===== src/rtl/sfa_bif_arb.sv =====
// Round-robin job arbiter in front of one BRAM interface: grant, validate, launch, then track the stream beats to completion.
// ACK/BIF_EN one cycle after the grant; DONE arrives DRAIN+1 cycles after the final beat; a requester holds VALID until ACK.
module sfa_bif_arb #(
  parameter int DRAIN = 2
) (
  input  logic        ACLK,
  input  logic        ARESETN,
  input  logic        REQ0_VALID,
  input  logic [15:0] REQ0_INDEX,
  input  logic [15:0] REQ0_SIZE,
  input  logic [15:0] REQ0_STRIDE,
  input  logic        REQ0_MODE,
  output logic        REQ0_ACK,
  output logic        REQ0_DONE,
  output logic        REQ0_ERR,
  input  logic        REQ1_VALID,
  input  logic [15:0] REQ1_INDEX,
  input  logic [15:0] REQ1_SIZE,
  input  logic [15:0] REQ1_STRIDE,
  input  logic        REQ1_MODE,
  output logic        REQ1_ACK,
  output logic        REQ1_DONE,
  output logic        REQ1_ERR,
  output logic [15:0] INDEX,
  output logic [15:0] SIZE,
  output logic [15:0] STRIDE,
  output logic        MODE,
  output logic        BIF_EN,
  input  logic        RD_TVALID,
  input  logic        RD_TREADY,
  input  logic        WR_TVALID,
  input  logic        WR_TREADY,
  output logic        BUSY,
  output logic        GNT_ID
);

  localparam int DW = (DRAIN > 1) ? $clog2(DRAIN + 1) : 1;

  typedef enum logic [2:0] {ST_IDLE, ST_LAUNCH, ST_RUN, ST_DRAIN, ST_DONE} state_t;

  state_t          state_q, state_d;
  logic            last_q, gnt_q;
  logic            err_q, err_d;
  logic [17:0]     shadow_q, shadow_d;
  logic [DW-1:0]   drain_q, drain_d;
  logic            sel_vld, sel_id;
  logic [19:0]     limit, reach;
  logic [17:0]     step, shadow_inc;
  logic            beat, desc_bad, launch_ok;

  assign sel_vld    = REQ0_VALID | REQ1_VALID;
  assign sel_id     = (REQ0_VALID & REQ1_VALID) ? ~last_q : REQ1_VALID;

  // Wide enough that the wrap check itself can never wrap.
  assign limit      = {4'd0, INDEX} + {2'd0, SIZE, 2'd0};
  assign reach      = limit + {2'd0, STRIDE, 2'd0};
  assign desc_bad   = (STRIDE == 16'd0) || (reach > 20'h10000);
  assign launch_ok  = !desc_bad && (SIZE != 16'd0);
  assign step       = {STRIDE, 2'd0};
  assign shadow_inc = shadow_q + step;
  assign beat       = MODE ? (WR_TVALID & WR_TREADY) : (RD_TVALID & RD_TREADY);

  always_ff @(posedge ACLK or negedge ARESETN) begin
    if (!ARESETN) begin
      state_q  <= ST_IDLE;
      last_q   <= 1'b1;
      gnt_q    <= 1'b0;
      err_q    <= 1'b0;
      shadow_q <= '0;
      drain_q  <= '0;
      INDEX    <= '0;
      SIZE     <= '0;
      STRIDE   <= '0;
      MODE     <= 1'b0;
    end else begin
      state_q  <= state_d;
      err_q    <= err_d;
      shadow_q <= shadow_d;
      drain_q  <= drain_d;
      if (state_q == ST_IDLE && sel_vld) begin
        gnt_q  <= sel_id;
        last_q <= sel_id;
        INDEX  <= sel_id ? REQ1_INDEX  : REQ0_INDEX;
        SIZE   <= sel_id ? REQ1_SIZE   : REQ0_SIZE;
        STRIDE <= sel_id ? REQ1_STRIDE : REQ0_STRIDE;
        MODE   <= sel_id ? REQ1_MODE   : REQ0_MODE;
      end
    end
  end

  always_comb begin
    state_d  = state_q;
    err_d    = err_q;
    shadow_d = shadow_q;
    drain_d  = drain_q;
    case (state_q)
      ST_IDLE: begin
        if (sel_vld) state_d = ST_LAUNCH;
      end
      ST_LAUNCH: begin
        err_d = desc_bad;
        if (launch_ok) begin
          shadow_d = {2'd0, INDEX};
          state_d  = ST_RUN;
        end else begin
          state_d  = ST_DONE;
        end
      end
      ST_RUN: begin
        if (beat) begin
          shadow_d = shadow_inc;
          if ({2'd0, shadow_inc} >= limit) begin
            if (DRAIN == 0) begin
              state_d = ST_DONE;
            end else begin
              drain_d = DW'(DRAIN);
              state_d = ST_DRAIN;
            end
          end
        end
      end
      ST_DRAIN: begin
        if (drain_q <= DW'(1)) state_d = ST_DONE;
        else                   drain_d = drain_q - DW'(1);
      end
      ST_DONE: begin
        state_d = ST_IDLE;
      end
      default: begin
        state_d = ST_IDLE;
      end
    endcase
  end

  assign BUSY      = (state_q != ST_IDLE);
  assign GNT_ID    = gnt_q;
  assign BIF_EN    = (state_q == ST_LAUNCH) && launch_ok;
  assign REQ0_ACK  = (state_q == ST_LAUNCH) && !gnt_q;
  assign REQ1_ACK  = (state_q == ST_LAUNCH) &&  gnt_q;
  assign REQ0_DONE = (state_q == ST_DONE)   && !gnt_q;
  assign REQ1_DONE = (state_q == ST_DONE)   &&  gnt_q;
  assign REQ0_ERR  = REQ0_DONE && err_q;
  assign REQ1_ERR  = REQ1_DONE && err_q;

endmodule


===== config.mk =====
export PLATFORM = sky130hd
export DESIGN_NAME = sfa_bif_arb
export DESIGN_NICKNAME = d
export VERILOG_FILES = /design/src/rtl/sfa_bif_arb.sv
export SDC_FILE = /design/constraint.sdc
export NUM_CORES = 1
export LEC_CHECK = 0
export CORE_UTILIZATION = 50
export CTS_CLUSTER_DIAMETER = 40
export CTS_CLUSTER_SIZE = 40
export DETAILED_ROUTE_END_ITERATION = 8
export PLACE_DENSITY = 0.82
export SYNTH_ARGS = -nofsm -noshare
export SYNTH_HDL_FRONTEND = slang
export SYNTH_SLANG_ARGS = --single-unit

===== constraint.sdc =====
create_clock -name ACLK -period 6 [get_ports ACLK]
set_clock_uncertainty 0.15 [all_clocks]
set_input_delay 0.6 -clock ACLK [delete_from_list [all_inputs] [get_ports ACLK]]
set_output_delay 0.6 -clock ACLK [all_outputs]
set_load 0.005 [all_outputs]

-- Word level (Yosys, flattened, before mapping)
Index checks and enable logic that the tools add are counted.
- add/subtract/negate cells: 4
- magnitude comparators: 3
- eq/ne operators: 10
- multiplexer cells: 19
- bitwise operators: 5
- reductions and logical operators: 21
- operator list (cell ; number):
    $mux 16 ; 3
    $mux 18 ; 2
    $pmux 18 s2 ; 1
    $add 19x18->20 ; 1
    $gt 20x17->1 const B ; 1
    $add 16x18->19 ; 1
    $ge 18x19->1 ; 1
    $add 18x18->18 ; 1
    $logic_not 16->1 ; 1
    $reduce_bool 16->1 ; 1
    $mux 3 ; 5
    $ne 2x2->1 const B ; 6
    $pmux 3 s4 ; 1
    $logic_and 1x1->1 ; 9
    $reduce_and 4->1 ; 2
    $eq 3x2->1 const B ; 2
    $mux 2 ; 3
    $pmux 2 s2 ; 1
    $reduce_bool 2->1 ; 2
    $and 1x1->1 ; 3
    $eq 3x1->1 const B ; 1
    $eq 3x3->1 const B ; 1
    $logic_not 3->1 ; 1
    $mux 1 ; 3
    8 further kinds ; 9
- bits in registers: 75
- output and inout port bits: 58

-- Longest topological paths before layout
- depth after elaboration: 8
- depth in mapped cells: 23
- depth with buffers taken out: 21

-- Worst setup path before layout
OpenSTA, ideal clock, no wires.
- path type: reg2out
- start: register SIZE[1]
- end: output port BIF_EN
- arrival: 3.924 ns
- data required time: 5.250 ns
- slack: 1.326 ns
- stages on the path, launching flop included: 22
- path through: dfrtp_1 -> ha_1 -> a21o_1 -> a21oi_1 -> nor2b_1 -> o21ai_0 -> a21oi_1 -> a21o_1 -> a21o_1 -> xor2_1 -> ha_1 -> clkbuf_1 -> a21o_1 -> nor3_1 -> a211oi_1 -> xnor2_1 -> o211ai_1 -> nor4b_2 -> o31a_2 -> nand4_4 -> buf_6 -> inv_1
- longest elaborated chain between the ends: 7
- elaborated cells on any way between the ends: 8
- those cells by class: add/sub: 2; order compare: 1; reduce/logical: 5
- RTL lines (what ; RTL line ; source):
    start, declared ; 25 ; output logic [15:0] SIZE,
    start signal, assigned ; 84 ; SIZE <= sel_id ? REQ1_SIZE : REQ0_SIZE;
    $add 16x18->19 ; 55 ; assign limit = {4'd0, INDEX} + {2'd0, SIZE, 2'd0};
    $add 19x18->20 ; 56 ; assign reach = limit + {2'd0, STRIDE, 2'd0};
    $gt 20x17->1 ; 57 ; assign desc_bad = (STRIDE == 16'd0) || (reach > 20'h10000);
    $logic_or 1x1->1 ; 57 ;
    $logic_not 1->1 ; 58 ; assign launch_ok = !desc_bad && (SIZE != 16'd0);
    $logic_and 1x1->1 * ; 58 ;
    $logic_and 1x1->1 * ; 137 ; assign BIF_EN = (state_q == ST_LAUNCH) && launch_ok;
    end, declared ; 28 ; output logic BIF_EN,
Every way passes the cells marked *; elsewhere a longest branch is shown, timed or not.

-- Worst setup path after layout
Ends and elaborated chain as after synthesis.

==> flow_summary_export.csv <==
group,metric,value,unit
routing,route.final.wire_length,17.9,mm
grt,gr-total-overflow,0,
die,chipWidth,113,um
clocking,clock_latency,0.35,ns
routing,drt.antenna.violating_nets,0,
clocking,holdBufCountCts,0,
die,die-area,12700,um2
outcome,status,"finished, final reports clean",
final_layout,areaGrowthSynthToFinish,33.7,%
clocking,tritoncts.num_buffers,9,
placed_design,preCtsSetupSlack,0.581,ns
final_layout,stdcell_area,8170,um2
routing,iter_0_drt_violations,389,
worst_setup_path,rrSetupSlack,0.79,ns
placed_design,buffer_ports.inserted,163,
final_layout,drive_gt1_share,6.18,%
synth,syn-mean-instance-area,8.95,um2
die,floorplan.initialDensity,51.1,%
placed_design,area_after_detailed_placement,7870,um2
synth,synth_cell_type_count,66,
clocking,path_clk_slew,0.06,ns
synth,yosys_register_bits,75,
clocking,tritoncts_num_sinks,75,
worst_hold_path,hold_class,"in2async",
clocking,clock_tree.buffer_depth,2,
grt,antenna_found_initial,0,
placed_design,dp_hpwl,14.2,mm
synth,asyncSetResetFlopFracSynth,100,%
timing,fmax,176,MHz
clocking,ctsHtreeMaxLevel,3,
clocking,tritoncts,"done",
final_layout,final_cells,989,
synth,post-synth-top-count-cell,"sky130_fd_sc_hd__nor2_1",
worst_setup_path,timing.setup.critical_path_class,"reg2out",
timing,fin_hold_ws,0.248,ns
grt,first_global_vias,5997,
worst_setup_path,cp-end-kind,"output pin",
synth,cell_types_with_the_highest_counts_after_synthesis,"85 x sky130_fd_sc_hd__nor2_1, 77 x sky130_fd_sc_hd__a21oi_1, 74 x sky130_fd_sc_hd__dfrtp_1, 65 x sky130_fd_sc_hd__ha_1, 49 x sky130_fd_sc_hd__mux2i_1",
worst_setup_path,path_max_fanout,9,
synth,syn_inst,683,
clocking,clk_root_buffer_cell,"sky130_fd_sc_hd__clkbuf_16",
worst_setup_path,start_of_the_worst_register_to_register_path,"SIZE[1]",
grt,maximum_number_of_pins_on_one_net_before_global_route_repair,76,
grt,use_met3,5.02,%
worst_setup_path,cp_data_required_time,5.25,ns
timing,slew_headroom,33.8,%
clocking,postCtsSetupRepairBufs,0,
routing,detail_route.wl_per_cell,18.1,um
routing,via_to_cell_ratio,5.88,
placed_design,place_inst,973,
synth,synthDominantAreaCellType,"sky130_fd_sc_hd__dfrtp_1",
grt,grt-busiest-layer,"met2",
synth,synth.yosys.warnings,0,
worst_setup_path,r2r_cells,21,
synth,synthFlopType,"sky130_fd_sc_hd__dfrtp_1",
synth,ys_top_cells_by_area,"sky130_fd_sc_hd__dfrtp_1 30%, sky130_fd_sc_hd__ha_1 13%, sky130_fd_sc_hd__mux2i_1 8.0%, sky130_fd_sc_hd__a21oi_1 6.3%, sky130_fd_sc_hd__nor2_1 5.2%",
routing,drtPass1Iterations,5,
die,io-pin-count,164,
die,floorplan.core_area,12000,um2
timing,setup_slack,0.319,ns
die,fp-row-count,40,
grt,grt_pass1_wl,29.4,mm
worst_setup_path,r2r_end,"shadow_q[9]",
worst_setup_path,crit_arrival,4.93,ns
synth,synth_sequential_area_ratio,30.7,%
grt,gr-usage-met2,49.6,%
flow_run,max_cap_violations,0,
die,dieHeight,113,um
placed_design,gp_congestion,0.882,
routing,total_number_of_vias,5817,
synth,netlist.area_leader.share,30.3,%
grt,grt_usage,29.8,%
timing,maxSlewViolCount,0,
timing,timing.final.hold_violations,0,
final_layout,net_total_in_the_final_layout,1011,
grt,global_route.usage.met1,37.9,%
synth,mappedNetlistNets,857,
routing,detail_route.drc_violations,0,
timing,setup-violations-final,0,
timing,fin_crit,5.68,ns
timing,fin_crit_sh,94.7,%
final_layout,antennaDiodeCount,0,
synth,syn_area,6110,um2
worst_setup_path,startpoint_type,"flop",
timing,tightestPinTransition,0.991,ns
synth,synth-edff-count,0,
==> kinds of logic (layout without fill, tap and decap cells) <==
logic type,count (synthesis),after routing,synth area share [%]
flops,75,75,30.7
compound gates,203,203,22.0
xor+xnor,32,32,4.59
buf+inv,55,214,3.58
fa+ha+maj,68,68,14.3
mux,53,53,8.95
simple gates,197,197,15.9
==> per-layer routing <==
metal	vias up	routed length (um)
li1	2822	-
met1	2754	7800
met2	209	8410
met3	32	1140
met4	0	516
met5	-	0
==> cells in the final DEF (no fill, tap or decap), types with 3 or more instances in the layout <==
cell type,netlist,final
sky130_fd_sc_hd__a211oi_1,9,9
sky130_fd_sc_hd__a21o_1,20,20
sky130_fd_sc_hd__a21oi_1,77,77
sky130_fd_sc_hd__a31o_2,3,3
sky130_fd_sc_hd__a31oi_1,8,8
sky130_fd_sc_hd__and2_1,5,5
sky130_fd_sc_hd__and3_1,5,5
sky130_fd_sc_hd__buf_4,1,5
sky130_fd_sc_hd__clkbuf_16,0,9
sky130_fd_sc_hd__clkbuf_8,0,3
sky130_fd_sc_hd__clkdlybuf4s50_1,0,162
sky130_fd_sc_hd__dfrtp_1,74,74
sky130_fd_sc_hd__fa_1,3,3
sky130_fd_sc_hd__ha_1,65,64
sky130_fd_sc_hd__inv_1,31,31
sky130_fd_sc_hd__mux2_2,3,3
sky130_fd_sc_hd__mux2i_1,49,49
sky130_fd_sc_hd__nand2_1,24,24
sky130_fd_sc_hd__nand2b_1,22,22
sky130_fd_sc_hd__nand3_1,9,9
sky130_fd_sc_hd__nand4_1,3,3
sky130_fd_sc_hd__nor2_1,85,84
sky130_fd_sc_hd__nor2b_1,9,9
sky130_fd_sc_hd__nor3_1,12,12
sky130_fd_sc_hd__nor3b_1,3,3
sky130_fd_sc_hd__nor4_1,10,10
sky130_fd_sc_hd__o211ai_1,3,3
sky130_fd_sc_hd__o21a_1,13,13
sky130_fd_sc_hd__o21ai_0,27,25
sky130_fd_sc_hd__o21bai_1,4,4
sky130_fd_sc_hd__o221a_2,13,13
sky130_fd_sc_hd__xnor2_1,18,18
sky130_fd_sc_hd__xor2_1,14,14
==> sequential cells by signal, indices dropped and copies added, names as in the netlist <==
| name | count |
|---|---|
| shadow_q | 18 |
| MODE | 1 |
| STRIDE | 16 |
| state_q | 3 |
| drain_q | 2 |
| last_q | 1 |
| GNT_ID | 1 |
| err_q | 1 |
| SIZE | 16 |
| INDEX | 16 |
==> timing repair <==
action / CTS / global route
endpoints found under the hold margin: 0 / 0
resized for setup: 0 / 4
setup endpoints to repair: 0 / 1
==> final cells by class <==
class	instances	area, um2
Clock buffer	13	270
Tap cell	147	184
Timing Repair Buffer	167	1660
Inverter	31	116
Fill cell	939	3790
Clock inverter	3	21.3
Multi-Input combinational cell	553	4040
Sequential cell	75	1880
==> worst max-delay path by stage <==
stage | start | slack (ns) | depth (start not counted) | endpoint
finish | SIZE[1] | 0.32 | 20 | BIF_EN
CTS | SIZE[1] | 0.19 | 20 | BIF_EN
floorplan | SIZE[1] | 1.33 | 21 | BIF_EN
global route | INDEX[2] | -0.02 | 20 | BIF_EN
global placement | SIZE[1] | 0.74 | 20 | BIF_EN
detailed placement | SIZE[1] | 0.58 | 20 | BIF_EN
==> metrics by stage <==
step                setup TNS, ns  util, %
finish                          0     68.3
global route              -0.0208     68.3
CTS                             0     68.2
detailed placement              0     65.8
global placement                0     65.8
floorplan                       0        -
==> worst max-delay path, cell delays in order, from the launching register on <==
cell and delay, ns:
sky130_fd_sc_hd__dfrtp_1 0.42, sky130_fd_sc_hd__ha_1 0.32, sky130_fd_sc_hd__a21o_1 0.18, sky130_fd_sc_hd__a21oi_1 0.24, sky130_fd_sc_hd__nor2b_1 0.08, sky130_fd_sc_hd__o21ai_1 0.22, sky130_fd_sc_hd__a21oi_1 0.14, sky130_fd_sc_hd__a21o_1 0.19
sky130_fd_sc_hd__a21o_1 0.18, sky130_fd_sc_hd__xor2_1 0.22, sky130_fd_sc_hd__ha_1 0.37, sky130_fd_sc_hd__and4_1 0.25, sky130_fd_sc_hd__and3_1 0.17, sky130_fd_sc_hd__nand3_1 0.09, sky130_fd_sc_hd__a21boi_0 0.08, sky130_fd_sc_hd__o21ai_0 0.25
sky130_fd_sc_hd__nor4b_2 0.29, sky130_fd_sc_hd__a21o_1 0.18, sky130_fd_sc_hd__nand4_4 0.11, sky130_fd_sc_hd__inv_1 0.11, sky130_fd_sc_hd__clkdlybuf4s50_1 0.52
Power is left out: the tool's default activity adds up to more than one toggle a clock period on the data nets, which glitch-free logic cannot reach.
